### config.mk
export PLATFORM = sky130hd
export DESIGN_NAME = rv32i_alu_pipe
export DESIGN_NICKNAME = d
export VERILOG_FILES = /design/src/rtl/rv32i_alu_pkg.sv /design/src/rtl/rv32i_alu_serial_shifter.sv /design/src/rtl/rv32i_alu_pipe.sv
export SDC_FILE = /design/constraint.sdc
export NUM_CORES = 1
export LEC_CHECK = 0
export ABC_AREA = 1
export CAP_MARGIN = 20
export CORE_ASPECT_RATIO = 0.75
export CORE_UTILIZATION = 50
export DETAILED_ROUTE_END_ITERATION = 6
export PLACE_DENSITY = 0.83
export SLEW_MARGIN = 30
export SYNTH_ARGS = -nofsm -noshare
export SYNTH_HDL_FRONTEND = slang
export SYNTH_SLANG_ARGS = --single-unit
### constraint.sdc
create_clock -name i_clk -period 8.3 [get_ports i_clk]
set_clock_uncertainty 0.15 [all_clocks]
set_input_delay 0.83 -clock i_clk [delete_from_list [all_inputs] [get_ports i_clk]]
set_output_delay 0.83 -clock i_clk [all_outputs]
set_load 0.01 [all_outputs]
### src/rtl/rv32i_alu_pkg.sv
// rv32i_alu_pkg: op encodings, shifter FSM states and op-class helpers for rv32i_alu_pipe.
package rv32i_alu_pkg;
  localparam int ALU_OP_W = 4;
  typedef enum logic [ALU_OP_W-1:0] {
    ALU_ADD  = 4'd0,
    ALU_SUB  = 4'd1,
    ALU_AND  = 4'd2,
    ALU_OR   = 4'd3,
    ALU_XOR  = 4'd4,
    ALU_SLT  = 4'd5,
    ALU_SLTU = 4'd6,
    ALU_SLL  = 4'd7,
    ALU_SRL  = 4'd8,
    ALU_SRA  = 4'd9,
    ALU_EQ   = 4'd10,
    ALU_NE   = 4'd11,
    ALU_GE   = 4'd12,
    ALU_GEU  = 4'd13
  } alu_op_e;
  typedef enum logic {SH_IDLE, SH_SHIFT} sh_state_e;
  function automatic logic op_is_shift(alu_op_e op);
    return op inside {ALU_SLL, ALU_SRL, ALU_SRA};
  endfunction
  function automatic logic op_is_cmp(alu_op_e op);
    return op inside {ALU_SLT, ALU_SLTU, ALU_EQ, ALU_NE, ALU_GE, ALU_GEU};
  endfunction
endpackage

### src/rtl/rv32i_alu_serial_shifter.sv
// rv32i_alu_serial_shifter: iterative shifter moving up to SHIFT_STEP bits per cycle.
module rv32i_alu_serial_shifter import rv32i_alu_pkg::*; #(
  parameter int XLEN = 32,
  parameter int TAG_W = 37,
  parameter int SHIFT_STEP = 4
) (
  input  logic                    clk,
  input  logic                    rst,
  input  logic                    start,
  input  logic                    flush,
  input  logic                    stall,
  input  alu_op_e                 ld_op,
  input  logic [XLEN-1:0]         ld_a,
  input  logic [$clog2(XLEN)-1:0] ld_shamt,
  input  logic                    ld_wr_rd,
  input  logic [TAG_W-1:0]        ld_tag,
  output logic                    busy,
  output logic                    done,
  output logic [XLEN-1:0]         y,
  output logic                    wr_rd,
  output logic [TAG_W-1:0]        tag
);
  localparam int SW = $clog2(XLEN);
  localparam logic [SW:0] STEP = (SW+1)'(SHIFT_STEP);
  sh_state_e state, state_d;
  alu_op_e op_q;
  logic [XLEN-1:0] r, r_d, sra;
  logic [SW:0] rem, rem_d, step, nrem;
  logic load;
  assign step = rem < STEP ? rem : STEP;
  assign nrem = rem - step;
  assign sra = $signed(r) >>> step;
  assign y = op_q == ALU_SLL ? r << step : op_q == ALU_SRL ? r >> step : sra;
  assign busy = state == SH_SHIFT;
  // The final step's result is handed out combinationally so the op enters stage 0 that same edge.
  always_comb begin
    state_d = state;
    r_d = r;
    rem_d = rem;
    load = 1'b0;
    done = 1'b0;
    if (flush) state_d = SH_IDLE;
    else if (state == SH_IDLE) begin
      if (start) begin
        state_d = SH_SHIFT;
        r_d = ld_a;
        rem_d = {1'b0, ld_shamt};
        load = 1'b1;
      end
    end else if (nrem != '0) begin
      r_d = y;
      rem_d = nrem;
    end else if (!stall) begin
      done = 1'b1;
      state_d = SH_IDLE;
    end
  end
  always_ff @(posedge clk or posedge rst)
    if (rst) begin
      state <= SH_IDLE;
      r <= '0;
      rem <= '0;
      op_q <= ALU_ADD;
      wr_rd <= 1'b0;
      tag <= '0;
    end else begin
      state <= state_d;
      r <= r_d;
      rem <= rem_d;
      if (load) begin
        op_q <= ld_op;
        wr_rd <= ld_wr_rd;
        tag <= ld_tag;
      end
    end
endmodule

### src/rtl/rv32i_alu_pipe.sv
// rv32i_alu_pipe: parametrised pipelined execute ALU with stall/flush handshake.
// Define ALU_SERIAL_SHIFT_EN to replace the barrel shifter with the iterative shifter.
module rv32i_alu_pipe import rv32i_alu_pkg::*; #(
  parameter int XLEN = 32,
  parameter int STAGES = 2,
  parameter int TAG_W = 37,
  parameter int SHIFT_STEP = 4
) (
  input  logic                i_clk,
  input  logic                i_rst,
  input  logic                i_ce,
  input  logic [ALU_OP_W-1:0] i_op,
  input  logic [XLEN-1:0]     i_a,
  input  logic [XLEN-1:0]     i_b,
  input  logic                i_wr_rd,
  input  logic [TAG_W-1:0]    i_tag,
  input  logic                i_stall,
  input  logic                i_flush,
  output logic                o_ce,
  output logic [XLEN-1:0]     o_y,
  output logic                o_wr_rd,
  output logic [TAG_W-1:0]    o_tag,
  output logic                o_stall,
  output logic                o_flush
);
  localparam int SW = $clog2(XLEN);
  if (!(XLEN == 32 || XLEN == 64) || STAGES < 1 || SHIFT_STEP < 1 || SHIFT_STEP > XLEN ||
      (SHIFT_STEP & (SHIFT_STEP - 1)) != 0) begin : g_bad_cfg
    $error("rv32i_alu_pipe: unsupported parameter set");
  end
  alu_op_e op;
  logic [SW-1:0] shamt;
  logic [XLEN-1:0] sh_y, y_comb, y0;
  logic [TAG_W-1:0] tag0;
  logic busy, accept, cmp, v0, wr0;
  assign op = alu_op_e'(i_op);
  assign shamt = i_b[SW-1:0];
  assign o_stall = i_stall | busy;
  assign accept = i_ce & ~o_stall;
  assign cmp = op == ALU_SLT  ? $signed(i_a) < $signed(i_b) :
               op == ALU_SLTU ? i_a < i_b :
               op == ALU_EQ   ? i_a == i_b :
               op == ALU_NE   ? i_a != i_b :
               op == ALU_GE   ? $signed(i_a) >= $signed(i_b) : i_a >= i_b;
  assign y_comb = op_is_cmp(op)   ? XLEN'(cmp) :
                  op_is_shift(op) ? sh_y :
                  op == ALU_ADD   ? i_a + i_b :
                  op == ALU_SUB   ? i_a - i_b :
                  op == ALU_AND   ? i_a & i_b :
                  op == ALU_OR    ? i_a | i_b :
                  op == ALU_XOR   ? i_a ^ i_b : '0;
`ifdef ALU_SERIAL_SHIFT_EN
  logic start, done, s_wr;
  logic [XLEN-1:0] s_y;
  logic [TAG_W-1:0] s_tag;
  // Zero-distance shifts bypass the FSM and simply pass operand A.
  assign start = accept & op_is_shift(op) & (|shamt);
  assign sh_y = i_a;
  rv32i_alu_serial_shifter #(.XLEN(XLEN), .TAG_W(TAG_W), .SHIFT_STEP(SHIFT_STEP)) u_shift (
    .clk(i_clk), .rst(i_rst), .start(start), .flush(i_flush), .stall(i_stall),
    .ld_op(op), .ld_a(i_a), .ld_shamt(shamt), .ld_wr_rd(i_wr_rd), .ld_tag(i_tag),
    .busy(busy), .done(done), .y(s_y), .wr_rd(s_wr), .tag(s_tag)
  );
  assign v0 = done | (accept & ~start);
  assign y0 = done ? s_y : y_comb;
  assign wr0 = done ? s_wr : i_wr_rd;
  assign tag0 = done ? s_tag : i_tag;
`else
  logic [XLEN-1:0] sra;
  assign sra = $signed(i_a) >>> shamt;
  assign sh_y = op == ALU_SLL ? i_a << shamt : op == ALU_SRL ? i_a >> shamt : sra;
  assign busy = 1'b0;
  assign v0 = accept;
  assign y0 = y_comb;
  assign wr0 = i_wr_rd;
  assign tag0 = i_tag;
`endif
  for (genvar s = 0; s < STAGES; s++) begin : g_st
    logic v, wr, v_in, wr_in;
    logic [XLEN-1:0] y, y_in;
    logic [TAG_W-1:0] tag, tag_in;
    if (s == 0) begin : g_head
      assign {v_in, wr_in, y_in, tag_in} = {v0, wr0, y0, tag0};
    end else begin : g_link
      assign {v_in, wr_in, y_in, tag_in} = {g_st[s-1].v, g_st[s-1].wr, g_st[s-1].y, g_st[s-1].tag};
    end
    always_ff @(posedge i_clk or posedge i_rst)
      if (i_rst) begin
        v <= 1'b0;
        wr <= 1'b0;
        y <= '0;
        tag <= '0;
      end else if (i_flush) v <= 1'b0;
      else if (!i_stall) begin
        v <= v_in;
        wr <= wr_in;
        y <= y_in;
        tag <= tag_in;
      end
  end
  assign o_ce = g_st[STAGES-1].v;
  assign o_y = g_st[STAGES-1].y;
  assign o_tag = g_st[STAGES-1].tag;
  assign o_wr_rd = o_ce & g_st[STAGES-1].wr;
  always_ff @(posedge i_clk or posedge i_rst)
    if (i_rst) o_flush <= 1'b0;
    else o_flush <= i_flush;
endmodule

==> reports/results.ini <==
[setup_path]
crit_buf_inv = 5
cp_cell_sequence = clkdlybuf4s50_1, buf_4, inv_1, buf_4, ha_1, nand2_1, inv_1, nand4_1, o21ai_0, nand4_1, nand4_1, nand3_1, nand3_1, nand2_1, nand2_1, nand2_1
cp_slowest_cell = ha_1
slowest_delay_ns = 0.48
cp.required_ns = 8.47
critPathTopFamily = buffers and inverters
worstPathMaxFanout = 24
cp.arrival_ns = 4.51
crit_type = input pin to register
endpoint_kind = register
cp-start-kind = input pin
crit_top_cell = nand2_1

[floorplan]
core_sq_mm = 0.0292
die_h_um = 152
rows = 54
dieArea_sq_mm = 0.0306
die_x_um = 202
start_util_pct = 51.1
io_pins = 184

[flow_run]
max_cap_viol_count = 0

[global_route]
grt_pass1_vias = 16200
grt.busiest_layer = met2
grt_use_met2_pct = 64.6
grt_pass1_wl_mm = 102
grt_use_met1_pct = 62.6
antenna_found_initial = 2
track_usage_pct = 44.5
grt_max_degree = 120
grt_overflow = 0
use_met3_pct = 12.7

[sta]
max_freq_mhz = 231
hold_viol = 0
finalSetupViolCount = 0
tns_ns = 0
drv_slew = 0
max_slew.worst_pin.slew_ns = 1.04
finalCritPeriodShare_pct = 52.2
relSlewSlack_pct = 30.2
rsz0062_at_grt = no
min_period_ns = 4.33

[logic_synthesis]
synth-edff-count = 0
syn_avg_cell_area_sq_um = 6.09
yosys_warnings = 0
synth_cell_types = 55
yosys_most_used_dff = dfrtp_1
synth.net_count = 2662
ys_seq_area_share_pct = 24.0
syn_inst = 2452
ys_async_sr_fraction_pct = 100
synth.cell_area_sq_mm = 0.0149
ys_ff_latch = 143

[cts]
cts_buffer_depth = 2
hold_buffers = 0
cts_resized = 0
numCtsBuffers = 17
clock_latency_ns = 0.43
path_clk_slew_ns = 0.07
cts_tree = yes
numClockSinks = 143
post_cts_buffers = 0
root_buffer = clkbuf_16
htree_levels = 4

[finish]
drive_gt1_share_pct = 4.70
syn2layout_area_growth_pct = 16.5
fin_util_pct = 59.6
antenna_cells = 0
fin_nets = 2751

[drt]
antenna_left = 0
vias_per_cell = 6.17
drt_iter0_markers = 2934
dr.pass1.iters = 7
num_vias = 18200
wl_per_cell_um = 23.8
drc = 0
routed_wl_mm = 70.0

[placement]
dpl.hpwl_mm = 53.2
place_congestion = 1.07
io_buffer_count = 183

[pwr]
peakVddDrop_uv = 131
p_leak_nw = 8.60
cellPowerDensity_mw_per_mm2 = 158

[min_path]
hp-class = register to register

[run_status]
status = completed

[worst paths after layout]
check	start	end	slack (ns)	cells after the start
worst max register to register	g_st[0].tag[16]	g_st[0].tag[16]	7.24	2
worst min register to register	o_y[18]	o_y[18]	0.32	2
min in group asynchronous	i_rst	g_st[0].tag[16]	0.84	2
worst max-delay path	i_b[4]	g_st[0].y[26]	3.97	16
max in group asynchronous	i_rst	o_y[14]	5.85	3
worst min-delay path	o_y[18]	o_y[18]	0.32	2
[synthesized netlist by cell type (3+ instances only)]
master | number | area share (%)
buf_4 | 9 | 0.45
o21bai_1 | 13 | 0.65
o21ai_0 | 252 | 8.4
buf_1 | 19 | 0.48
o21a_1 | 7 | 0.35
nor2_1 | 163 | 4.1
nor2_2 | 8 | 0.34
nor3_1 | 13 | 0.44
mux2i_1 | 16 | 1.1
ha_1 | 97 | 8.1
a21o_1 | 4 | 0.20
inv_2 | 16 | 0.40
dfrtp_1 | 143 | 24
a21oi_2 | 6 | 0.35
buf_6 | 6 | 0.45
nor4_1 | 5 | 0.21
o2111ai_1 | 14 | 0.82
nand2_1 | 840 | 21
a21oi_1 | 135 | 4.5
clkbuf_1 | 57 | 1.4
a21oi_4 | 3 | 0.33
a211oi_1 | 11 | 0.55
nand2_4 | 3 | 0.23
a21boi_0 | 4 | 0.20
nand4_1 | 22 | 0.92
o211ai_1 | 21 | 1.1
a31oi_1 | 15 | 0.63
nand3_1 | 118 | 4.0
or2_2 | 4 | 0.17
o21ai_1 | 70 | 2.3
o221ai_1 | 8 | 0.47
xor2_1 | 15 | 0.88
o21ai_2 | 6 | 0.35
inv_1 | 234 | 5.9
nand2_2 | 6 | 0.25
buf_2 | 44 | 1.5
a221oi_1 | 3 | 0.18
o22ai_1 | 16 | 0.67
or2_1 | 4 | 0.17
[metrics by stage]
stage          setup WS, ns  hold WS, ns  power [W]  instance area (sq um)  cells
3_3_place_gp           3.75        0.303    0.00187                  16800   2914
3_5_place_dp           3.70        0.308    0.00189                  16800   2914
6_report               3.97        0.321    0.00274                  17400   2946
5_1_grt                3.87        0.344    0.00284                  17400   2946
4_1_cts                4.14        0.324    0.00269                  17400   2946
2_1_floorplan          3.48        0.292    0.00145                  14900   2452
[metal layers]
layer | routed length [um] | up-vias
li1 | - | 8189
met1 | 29000 | 8422
met2 | 28300 | 1386
met3 | 10100 | 191
met4 | 2590 | 2
met5 | 14 | -
[cell usage in the layout, fill, tap and decap left out, types with 5 or more instances in the layout]
cell | netlist | layout
clkdlybuf4s50_1 | 0 | 180
inv_2 | 16 | 17
o221ai_1 | 8 | 8
inv_8 | 0 | 5
a211oi_1 | 11 | 11
xor2_1 | 15 | 15
o2111ai_1 | 14 | 14
buf_4 | 9 | 21
o21ai_2 | 6 | 6
o21a_1 | 7 | 7
dfrtp_1 | 143 | 143
o21ai_1 | 70 | 70
inv_1 | 234 | 231
nor2_4 | 2 | 5
ha_1 | 97 | 97
o211ai_1 | 21 | 21
inv_6 | 0 | 6
nor4_1 | 5 | 5
a21oi_2 | 6 | 6
o21bai_1 | 13 | 13
nand4_1 | 22 | 22
nand2_2 | 6 | 6
nor2_2 | 8 | 7
o21ai_0 | 252 | 252
nand2_1 | 840 | 840
o22ai_1 | 16 | 16
a21oi_1 | 135 | 135
clkbuf_16 | 0 | 17
mux2i_1 | 16 | 16
nor2_1 | 163 | 161
nor3_1 | 13 | 13
nand3_1 | 118 | 118
a31oi_1 | 15 | 15
[final cells by class]
class / instances / area [sq um]
clock buffers: 17 / 425
clock inverters: 15 / 168
fillers: 2782 / 11800
inverters: 254 / 966
multi-input cells: 1920 / 9770
flip-flops and latches: 143 / 3580
well taps: 392 / 490
repair buffers: 205 / 1990
[where the power goes]
group	switching [W]	leakage, nW	internal [W]
combinational	0.000708	6.48	0.000365
sequential	0.0000663	1.83	0.000800
clock	0.000367	0.292	0.000431
total	0.00114	8.60	0.00160
[cells by family after synthesis]
kind of cell / count (synthesis) / share of synthesized area (%)
buffers and inverters: 389 / 10.7
flip-flops: 143 / 24.0
XOR/XNOR: 16 / 0.939
multiplexers: 16 / 1.07
adder cells (fa/ha/maj): 99 / 8.40
AO/OA/AOI/OAI: 595 / 22.6
AND/OR/NAND/NOR: 1194 / 32.3
[worst register-to-register path, delay by kind of cell, from the launching register on]
kind | cells | cell delay (ns)
DFF | 1 | 0.39
buffers and inverters | 1 | 0.06
AOI/OAI and AO/OA | 1 | 0.32
[state kept, by name (all words and copies together), names as in the netlist]
name,flops
g_st.v,1
g_st.y,32
o_ce,1
o_flush,1
g_st.wr,2
g_st.tag,37
o_tag,37
o_y,32
No activity file was read; power rests on OpenSTA's default activity.
